--- config.mk ---
export PLATFORM = sky130hd
export DESIGN_NAME = fetch_stage_flat
export DESIGN_NICKNAME = d
export VERILOG_FILES = /design/src/rtl/fetch_stage_if.sv /design/src/rtl/fetch_stage.sv /design/src/flat_wrapper.sv
export SDC_FILE = /design/constraint.sdc
export NUM_CORES = 1
export LEC_CHECK = 0
export ABC_CLOCK_PERIOD_IN_PS = 2200
export CELL_PAD_IN_SITES_DETAIL_PLACEMENT = 0
export CELL_PAD_IN_SITES_GLOBAL_PLACEMENT = 1
export CORE_AREA = 2 2 133 148
export CTS_BUF_LIST = sky130_fd_sc_hd__clkbuf_16
export CTS_CLUSTER_SIZE = 25
export DETAILED_ROUTE_END_ITERATION = 10
export DIE_AREA = 0 0 135 150
export PLACE_DENSITY_LB_ADDON = 0.1
export SLEW_MARGIN = 20
export SYNTH_ARGS = -nofsm -noshare
export SYNTH_HDL_FRONTEND = slang
export SYNTH_SLANG_ARGS = --single-unit
--- constraint.sdc ---
create_clock -name CLK -period 2.2 [get_ports CLK]
set_input_delay 0.33 -clock CLK [delete_from_list [all_inputs] [get_ports CLK]]
set_output_delay 0.33 -clock CLK [all_outputs]
set_load 0.005 [all_outputs]
--- src/rtl/fetch_stage_if.sv ---
// -----------------------------------------------------------------------------
// fetch_stage_if
//
// Purpose:
//   Bundles the instruction-memory read port and the fetch-to-decode
//   valid/ready handshake of the fetch stage into one interface.
//
// Signals:
//   iren      - instruction memory read request (fetch -> memory)
//   iaddr     - word-aligned read address, the current PC (fetch -> memory)
//   iload     - read data, meaningful only when ramstate == ACCESS
//   ramstate  - memory status: FREE=0, BUSY=1, ACCESS=2, ERROR=3
//   dec_valid - instr/pc/npc are valid (fetch -> decode)
//   dec_ready - decode can accept an instruction (decode -> fetch)
//   instr     - fetched instruction word
//   pc        - address of instr
//   npc       - pc + 4
//
// Modports:
//   master - the fetch stage
//   slave  - the environment (instruction memory plus decode)
// -----------------------------------------------------------------------------
interface fetch_stage_if;
    logic        iren;
    logic [31:0] iaddr;
    logic [31:0] iload;
    logic [1:0]  ramstate;
    logic        dec_valid;
    logic        dec_ready;
    logic [31:0] instr;
    logic [31:0] pc;
    logic [31:0] npc;

    modport master (
        output iren, iaddr, dec_valid, instr, pc, npc,
        input  iload, ramstate, dec_ready
    );

    modport slave (
        input  iren, iaddr, dec_valid, instr, pc, npc,
        output iload, ramstate, dec_ready
    );
endinterface

--- src/rtl/fetch_stage.sv ---
// -----------------------------------------------------------------------------
// fetch_stage
//
// Purpose:
//   Instruction fetch stage of the single-issue RISC-V core. Holds the PC,
//   issues word reads to instruction memory, and presents each fetched
//   instruction with its PC to decode over a valid/ready handshake. Fetching
//   stops on a HALT opcode (instr[6:0] == 7'b1111111), a memory ERROR, a
//   misaligned redirect, or a memory-wait timeout.
//
// Parameters:
//   RESET_PC   - PC of the first fetch after reset (bits [1:0] must be 0)
//   WAIT_LIMIT - consecutive non-ACCESS cycles tolerated in FETCH (1..255)
//
// Ports:
//   CLK         - clock, rising edge
//   nRST        - asynchronous active-low reset
//   bus         - fetch_stage_if.master (memory port + decode handshake)
//   redirect    - branch/jump redirect from execute
//   redirect_pc - redirect target
//   halt        - sticky, fetch stopped
//   fault       - sticky, error stop (ERROR, timeout, misaligned redirect)
//   jal_taken   - only with FETCH_JAL_PREDECODE_EN: the presented JAL has
//                 already been redirected by fetch
//
// Build option:
//   FETCH_JAL_PREDECODE_EN - when defined, a JAL in HOLD steers the next
//   fetch to its target instead of pc+4 and raises jal_taken.
// -----------------------------------------------------------------------------
module fetch_stage #(
    parameter logic [31:0] RESET_PC   = 32'h0000_0000,
    parameter int          WAIT_LIMIT = 16
) (
    input  logic                 CLK,
    input  logic                 nRST,
    fetch_stage_if.master        bus,
    input  logic                 redirect,
    input  logic [31:0]          redirect_pc,
    output logic                 halt,
    output logic                 fault
`ifdef FETCH_JAL_PREDECODE_EN
    ,
    output logic                 jal_taken
`endif
);

    localparam int              CW       = $clog2(WAIT_LIMIT + 1);
    localparam logic [CW-1:0]   WAIT_MAX = CW'(WAIT_LIMIT);
    localparam logic [6:0]      OP_HALT  = 7'b1111111;
`ifdef FETCH_JAL_PREDECODE_EN
    localparam logic [6:0]      OP_JAL   = 7'b1101111;
`endif

    typedef enum logic [1:0] {
        FREE   = 2'd0,
        BUSY   = 2'd1,
        ACCESS = 2'd2,
        ERROR  = 2'd3
    } ramstate_t;

    typedef enum logic [1:0] {
        START  = 2'd0,
        FETCH  = 2'd1,
        HOLD   = 2'd2,
        HALTED = 2'd3
    } state_t;

    state_t         state_q,    state_d;
    logic [31:0]    fetchPc_q,  fetchPc_d;
    logic [CW-1:0]  wait_q,     wait_d;
    logic [31:0]    instr_q,    instr_d;
    logic [31:0]    outPc_q,    outPc_d;
    logic [31:0]    npc_q,      npc_d;
    logic           decValid_q, decValid_d;
    logic           halt_q,     halt_d;
    logic           fault_q,    fault_d;
`ifdef FETCH_JAL_PREDECODE_EN
    logic           jal_q,      jal_d;
    logic [31:0]    jalImm;
`endif

    ramstate_t      memState;

    assign memState = ramstate_t'(bus.ramstate);

`ifdef FETCH_JAL_PREDECODE_EN
    // J-type immediate of the instruction currently held for decode.
    assign jalImm = {{11{instr_q[31]}}, instr_q[31], instr_q[19:12],
                     instr_q[20], instr_q[30:21], 1'b0};
`endif

    // State and datapath registers. Everything visible to decode comes
    // straight from these flops, so dec_valid never depends combinationally
    // on dec_ready or redirect.
    always_ff @(posedge CLK or negedge nRST) begin
        if (!nRST) begin
            state_q    <= START;
            fetchPc_q  <= RESET_PC;
            wait_q     <= '0;
            instr_q    <= '0;
            outPc_q    <= '0;
            npc_q      <= '0;
            decValid_q <= 1'b0;
            halt_q     <= 1'b0;
            fault_q    <= 1'b0;
`ifdef FETCH_JAL_PREDECODE_EN
            jal_q      <= 1'b0;
`endif
        end else begin
            state_q    <= state_d;
            fetchPc_q  <= fetchPc_d;
            wait_q     <= wait_d;
            instr_q    <= instr_d;
            outPc_q    <= outPc_d;
            npc_q      <= npc_d;
            decValid_q <= decValid_d;
            halt_q     <= halt_d;
            fault_q    <= fault_d;
`ifdef FETCH_JAL_PREDECODE_EN
            jal_q      <= jal_d;
`endif
        end
    end

    // Next-state logic. A redirect outranks everything in the live states;
    // in HALTED the stage is frozen until reset and ignores redirects.
    always_comb begin
        state_d    = state_q;
        fetchPc_d  = fetchPc_q;
        wait_d     = wait_q;
        instr_d    = instr_q;
        outPc_d    = outPc_q;
        npc_d      = npc_q;
        decValid_d = decValid_q;
        halt_d     = halt_q;
        fault_d    = fault_q;
`ifdef FETCH_JAL_PREDECODE_EN
        jal_d      = jal_q;
`endif

        if (redirect && (state_q != HALTED)) begin
            // Any pending presentation or in-flight read is dropped. A
            // transfer accepted this same cycle still counts on the decode
            // side; squashing it is the hazard unit's problem.
            decValid_d = 1'b0;
`ifdef FETCH_JAL_PREDECODE_EN
            jal_d      = 1'b0;
`endif
            if (redirect_pc[1:0] == 2'b00) begin
                fetchPc_d = redirect_pc;
                wait_d    = '0;
                state_d   = FETCH;
            end else begin
                fault_d = 1'b1;
                halt_d  = 1'b1;
                state_d = HALTED;
            end
        end else begin
            case (state_q)
                START: begin
                    state_d = FETCH;
                end

                FETCH: begin
                    case (memState)
                        ACCESS: begin
                            instr_d    = bus.iload;
                            outPc_d    = fetchPc_q;
                            npc_d      = fetchPc_q + 32'd4;
                            decValid_d = 1'b1;
`ifdef FETCH_JAL_PREDECODE_EN
                            jal_d      = (bus.iload[6:0] == OP_JAL);
`endif
                            state_d    = HOLD;
                        end
                        ERROR: begin
                            fault_d = 1'b1;
                            halt_d  = 1'b1;
                            state_d = HALTED;
                        end
                        default: begin
                            // Saturating wait count; reaching the limit is
                            // treated as a hung memory.
                            wait_d = (wait_q == WAIT_MAX) ? wait_q
                                                          : wait_q + 1'b1;
                            if (wait_d == WAIT_MAX) begin
                                fault_d = 1'b1;
                                halt_d  = 1'b1;
                                state_d = HALTED;
                            end
                        end
                    endcase
                end

                HOLD: begin
                    // decValid_q is always set here, so dec_ready alone
                    // marks the transfer.
                    if (bus.dec_ready) begin
                        decValid_d = 1'b0;
`ifdef FETCH_JAL_PREDECODE_EN
                        jal_d      = 1'b0;
`endif
                        if (instr_q[6:0] == OP_HALT) begin
                            halt_d  = 1'b1;
                            state_d = HALTED;
                        end else begin
`ifdef FETCH_JAL_PREDECODE_EN
                            fetchPc_d = jal_q ? (outPc_q + jalImm) : npc_q;
`else
                            fetchPc_d = npc_q;
`endif
                            wait_d    = '0;
                            state_d   = FETCH;
                        end
                    end
                end

                default: begin
                    state_d = HALTED;
                end
            endcase
        end
    end

    // Memory requests are only made while waiting for a word in FETCH.
    assign bus.iren      = (state_q == FETCH);
    assign bus.iaddr     = fetchPc_q;
    assign bus.dec_valid = decValid_q;
    assign bus.instr     = instr_q;
    assign bus.pc        = outPc_q;
    assign bus.npc       = npc_q;
    assign halt          = halt_q;
    assign fault         = fault_q;
`ifdef FETCH_JAL_PREDECODE_EN
    assign jal_taken     = jal_q;
`endif

endmodule

--- src/flat_wrapper.sv ---
// flat-port wrapper written by rule: the top's interface ports become plain ports
module fetch_stage_flat 
#(
    parameter logic [31:0] RESET_PC   = 32'h0000_0000,
    parameter int          WAIT_LIMIT = 16
)
  (CLK, nRST, redirect, redirect_pc, halt, fault, bus_iren, bus_iaddr, bus_dec_valid, bus_instr, bus_pc, bus_npc, bus_iload, bus_ramstate, bus_dec_ready);
  fetch_stage_if bus_i ();
  input  logic CLK;
  input  logic nRST;
  input  logic redirect;
  input  logic [31:0] redirect_pc;
  output logic halt;
  output logic fault;
  output wire logic [$bits(bus_i.iren)-1:0] bus_iren;
  output wire logic [$bits(bus_i.iaddr)-1:0] bus_iaddr;
  output wire logic [$bits(bus_i.dec_valid)-1:0] bus_dec_valid;
  output wire logic [$bits(bus_i.instr)-1:0] bus_instr;
  output wire logic [$bits(bus_i.pc)-1:0] bus_pc;
  output wire logic [$bits(bus_i.npc)-1:0] bus_npc;
  input wire logic [$bits(bus_i.iload)-1:0] bus_iload;
  input wire logic [$bits(bus_i.ramstate)-1:0] bus_ramstate;
  input wire logic [$bits(bus_i.dec_ready)-1:0] bus_dec_ready;
  assign bus_iren = bus_i.iren;
  assign bus_iaddr = bus_i.iaddr;
  assign bus_dec_valid = bus_i.dec_valid;
  assign bus_instr = bus_i.instr;
  assign bus_pc = bus_i.pc;
  assign bus_npc = bus_i.npc;
  assign bus_i.iload = bus_iload;
  assign bus_i.ramstate = bus_ramstate;
  assign bus_i.dec_ready = bus_dec_ready;
  fetch_stage #(.RESET_PC(RESET_PC), .WAIT_LIMIT(WAIT_LIMIT)) u_core (.CLK(CLK), .nRST(nRST), .bus(bus_i), .redirect(redirect), .redirect_pc(redirect_pc), .halt(halt), .fault(fault));
endmodule
==> results.md <==
- Number of DRC violations after detailed routing: 0
- Portion of total power attributed to the clock network: approximately 22%
- Placed standard-cell area: ~8700 sq um
- Setup slack of the worst register-to-register path: about 0.3 ns
- Final setup margin: 0.1696 ns
- Sequential fraction of the synthesis area: between 50 and 60%
- Achievable frequency: ~500 MHz
- Hold crit path type: in -> async
- Number of iterations in the first detailed-routing pass: 8
- Hold violation count in the final report: 0
- Gate count after technology mapping: ~680
- Endpoint arrival time on the critical path: roughly 1.7 ns
- Cell area power density: about 1400 nW/um^2
- Setup-violating endpoint count in the final report: 0
- Vias per std cell: roughly 4.7
- 1st-iter DRT viols: about 210
- Yosys warnings: 0
- Proportion of register bits with asynchronous set or reset after synthesis: between 90% and 100%
- Row count: 53
- Detailed-placement wirelength estimate: 13.04 mm
- Reported net switching power: between 4 and 5 mW
- Critical path startpoint category: flop
- Number of cells on the worst reg-to-reg path: 7
- Effective utilization at floorplan: between 30% and 40%
- Design area: between 9000 and 10000 sq um
- Number of antenna violations at the first check in global routing: 0
- Final period utilization: between 90 and 100%
- Relative slew margins: 67.01%
- Number of buffers on the longest clock path: 2
- Count of state elements after synthesis: 136
- X dimension of the die: approximately 140 um
- Source of the critical timing path: u_core.state_q[0]$_DFFE_PN0P_
- Worst-case vdd ir drop: approximately 0.61 mV
- DIE HEIGHT: about 150 um
- Required @ worst endpoint: between 1.5 and 2 ns
- Combined area of all synthesized cells: ~6300 sq um
- Top Ports: about 200
- Cell count after placement: ~1100
- Smallest hold slack: between 0.4 and 0.5 ns
- Nature of the critical path endpoint: output port
- Nets in the synthesized netlist: roughly 750
- Critical path endpoint: bus_iren
- Library cell with the highest instance count after synthesis: nand2_1
- Root buf cell: clkbuf_16
- Sequential cell fraction of total power: between 30 and 40%
- Class of the most critical setup path: reg -> out
- Vias in the first global route: approximately 5500
- Setup skew after layout: ~0.009 ns
- First-pass GRT wire length: just under 30 mm
- RSZ-0062 raised after global routing: no
- Count of placed standard cells in the final layout, fillers left out: between 1000 and 1500
- Total of cells resized after clock tree synthesis: 0
- Overflow left after global routing: 0
- Sum of negative setup slack: 0 ns
- Final Max Slew Viols: 0
- Total die area: between 20000 and 25000 sq um
- Area share of the largest cell type after synthesis: 54.27%
- Final estimated routing congestion in global placement: roughly 0.82
- Mean instance size in the synthesized netlist: ~9.2 sq um
- Number of distinct library cells after synthesis: 50
- Skew-Pair Late Insertion Delay: slightly above 0.4 ns
- Synth Flop Type: dfrtp_1
- Tot GR Track Use: a little under a fifth
- Placeable core region: about 19000 sq um
- Static leakage: 4.096 nW
- Port-buffer cells: 201
- Clock transition at path regs: around 0.06 ns
- Drt total wl: between 15 and 20 mm
- Number of flops mapped to enable cells by yosys: 0
- Final worst path period need: 2.030 ns
- Final layout net count: around 960
- Cell types with the largest area share after synthesis: dfrtp_1, nand2_1, mux2i_1
- Post-synthesis to final-layout area growth: 48.00%
- Detail Route Antenna Nets: 0
- Largest area contributor in the synthesized netlist: dfrtp_1
- Combinational share of power: between 40% and 50%
- Launch point of the worst reg-to-reg path: u_core.wait_q[0]$_DFFE_PN0P_
- Reg-to-reg endpoint: u_core.halt$_DFFE_PN0P_
- Switching part of the total: about 34%
- Actual transition at the worst max-transition pin: roughly 0.49 ns
- Maximum number of pins on one net before global-route repair: 75
- Cts bufs inserted: 17
- H-tree levels: 4
- Max-cap violation count: 0
- Cell internal pwr: around 8.6 mW
- Status: finished, final reports clean
- Number of clock sinks: between 100 and 150
- Wire length per cell after detailed routing: 15.90 um
- Antenna Cells: 0
- Worst setup slack before clock tree synthesis: roughly 0.035 ns
- Highest fanout seen on the critical path: 10
- Number of vias after detailed routing: between 5000 and 6000
- Most frequent cells after synthesis: nand2_1, dfrtp_1, nor2_1, a21oi_1, mux2i_1
- Proportion of layout cells with a drive suffix above 1: roughly 8.7%
- Clock tree from TritonCTS: yes
[state kept, by name, indices dropped and copies added (netlist names)]
name / cells
u_core.bus.dec_valid: 1
u_core.bus.iaddr: 32
u_core.bus.instr: 32
u_core.bus.npc: 30
u_core.bus.pc: 32
u_core.fault: 1
u_core.halt: 1
u_core.state_q: 2
u_core.wait_q: 5
[layer usage]
layer,track usage [%],up-vias,wire [um]
li1,-,2656,-
met1,24.39,2577,8044
met2,30.33,147,8767
met3,5.623,17,1184
met4,5.313,0,259
met5,0,-,0
[power groups by stage]
stage	Combinational (mW)	Sequential (mW)	Clock, mW
after CTS	5.47	4.88	2.88
final	5.37	4.86	2.82
after global placement	5.40	4.85	0
after floorplan	2.11	4.75	0
after detailed placement	5.44	4.88	0
after global routing	5.95	5.07	3.02
[kinds of logic after synthesis]
group / Yosys count / synth area share [%]
flops: 136 / 54.27
xor+xnor: 28 / 3.911
mux: 33 / 5.287
simple gates: 339 / 23.38
compound gates: 92 / 8.460
fa+ha+maj: 3 / 0.5986
buf+inv: 50 / 4.090
[how the worst min path moves through the flow]
stage                   from                          endpoint  slack, ns  cells past startpoint
5_1_grt        bus_iload[20]  u_core.bus.instr[20]$_DFFE_PN0P_       0.44                      3
2_1_floorplan           nRST  u_core.bus.dec_valid$_DFFE_PN0P_       0.03                      0
6_report                nRST      u_core.wait_q[4]$_DFFE_PN0P_       0.41                      2
3_3_place_gp            nRST          u_core.fault$_DFFE_PN0P_       0.30                      1
4_1_cts        bus_iload[28]  u_core.bus.instr[28]$_DFFE_PN0P_       0.42                      3
3_5_place_dp            nRST          u_core.fault$_DFFE_PN0P_       0.30                      1
[placed cells by master, fill, tap and decap left out, types with 15 or more instances in the layout]
cell             Yosys  final
nand3_1             15     15
nor2_1              44     43
clkbuf_16            0     17
clkdlybuf4s50_1      0    200
a21oi_1             37     37
mux2i_1             32     32
buf_4               11     22
nand2_1            242    242
o21ai_0             26     26
dfrtp_1            136    136
xor2_1              21     21
[through the flow]
stage,util (%),power [mW]
finish,49.28,13.04
global route,49.28,14.04
CTS,49.28,13.22
detailed placement,46.16,10.33
global placement,46.16,10.25
floorplan,-,6.863
[what timing repair did]
item	4_1_cts	5_1_grt
endpoints found under the hold margin	43	0
hold buffers	1	0
buffers inserted	0	0
[worst max-delay path: stages, from the launching register on]
cell and delay [ns]:
dfrtp_1 0.61, nand2b_4 0.12, inv_1 0.06, clkdlybuf4s50_1 0.49
[layout make-up]
class,instances,area [sq um]
repair buffers,231,2328
clock buffers,17,425.4
inverters,7,26.28
fillers,1793,9552
multi-input cells,495,2636
well taps,247,309.0
clock inverters,15,152.6
flip-flops and latches,136,3403
No activity file was read; power rests on OpenSTA's default activity.
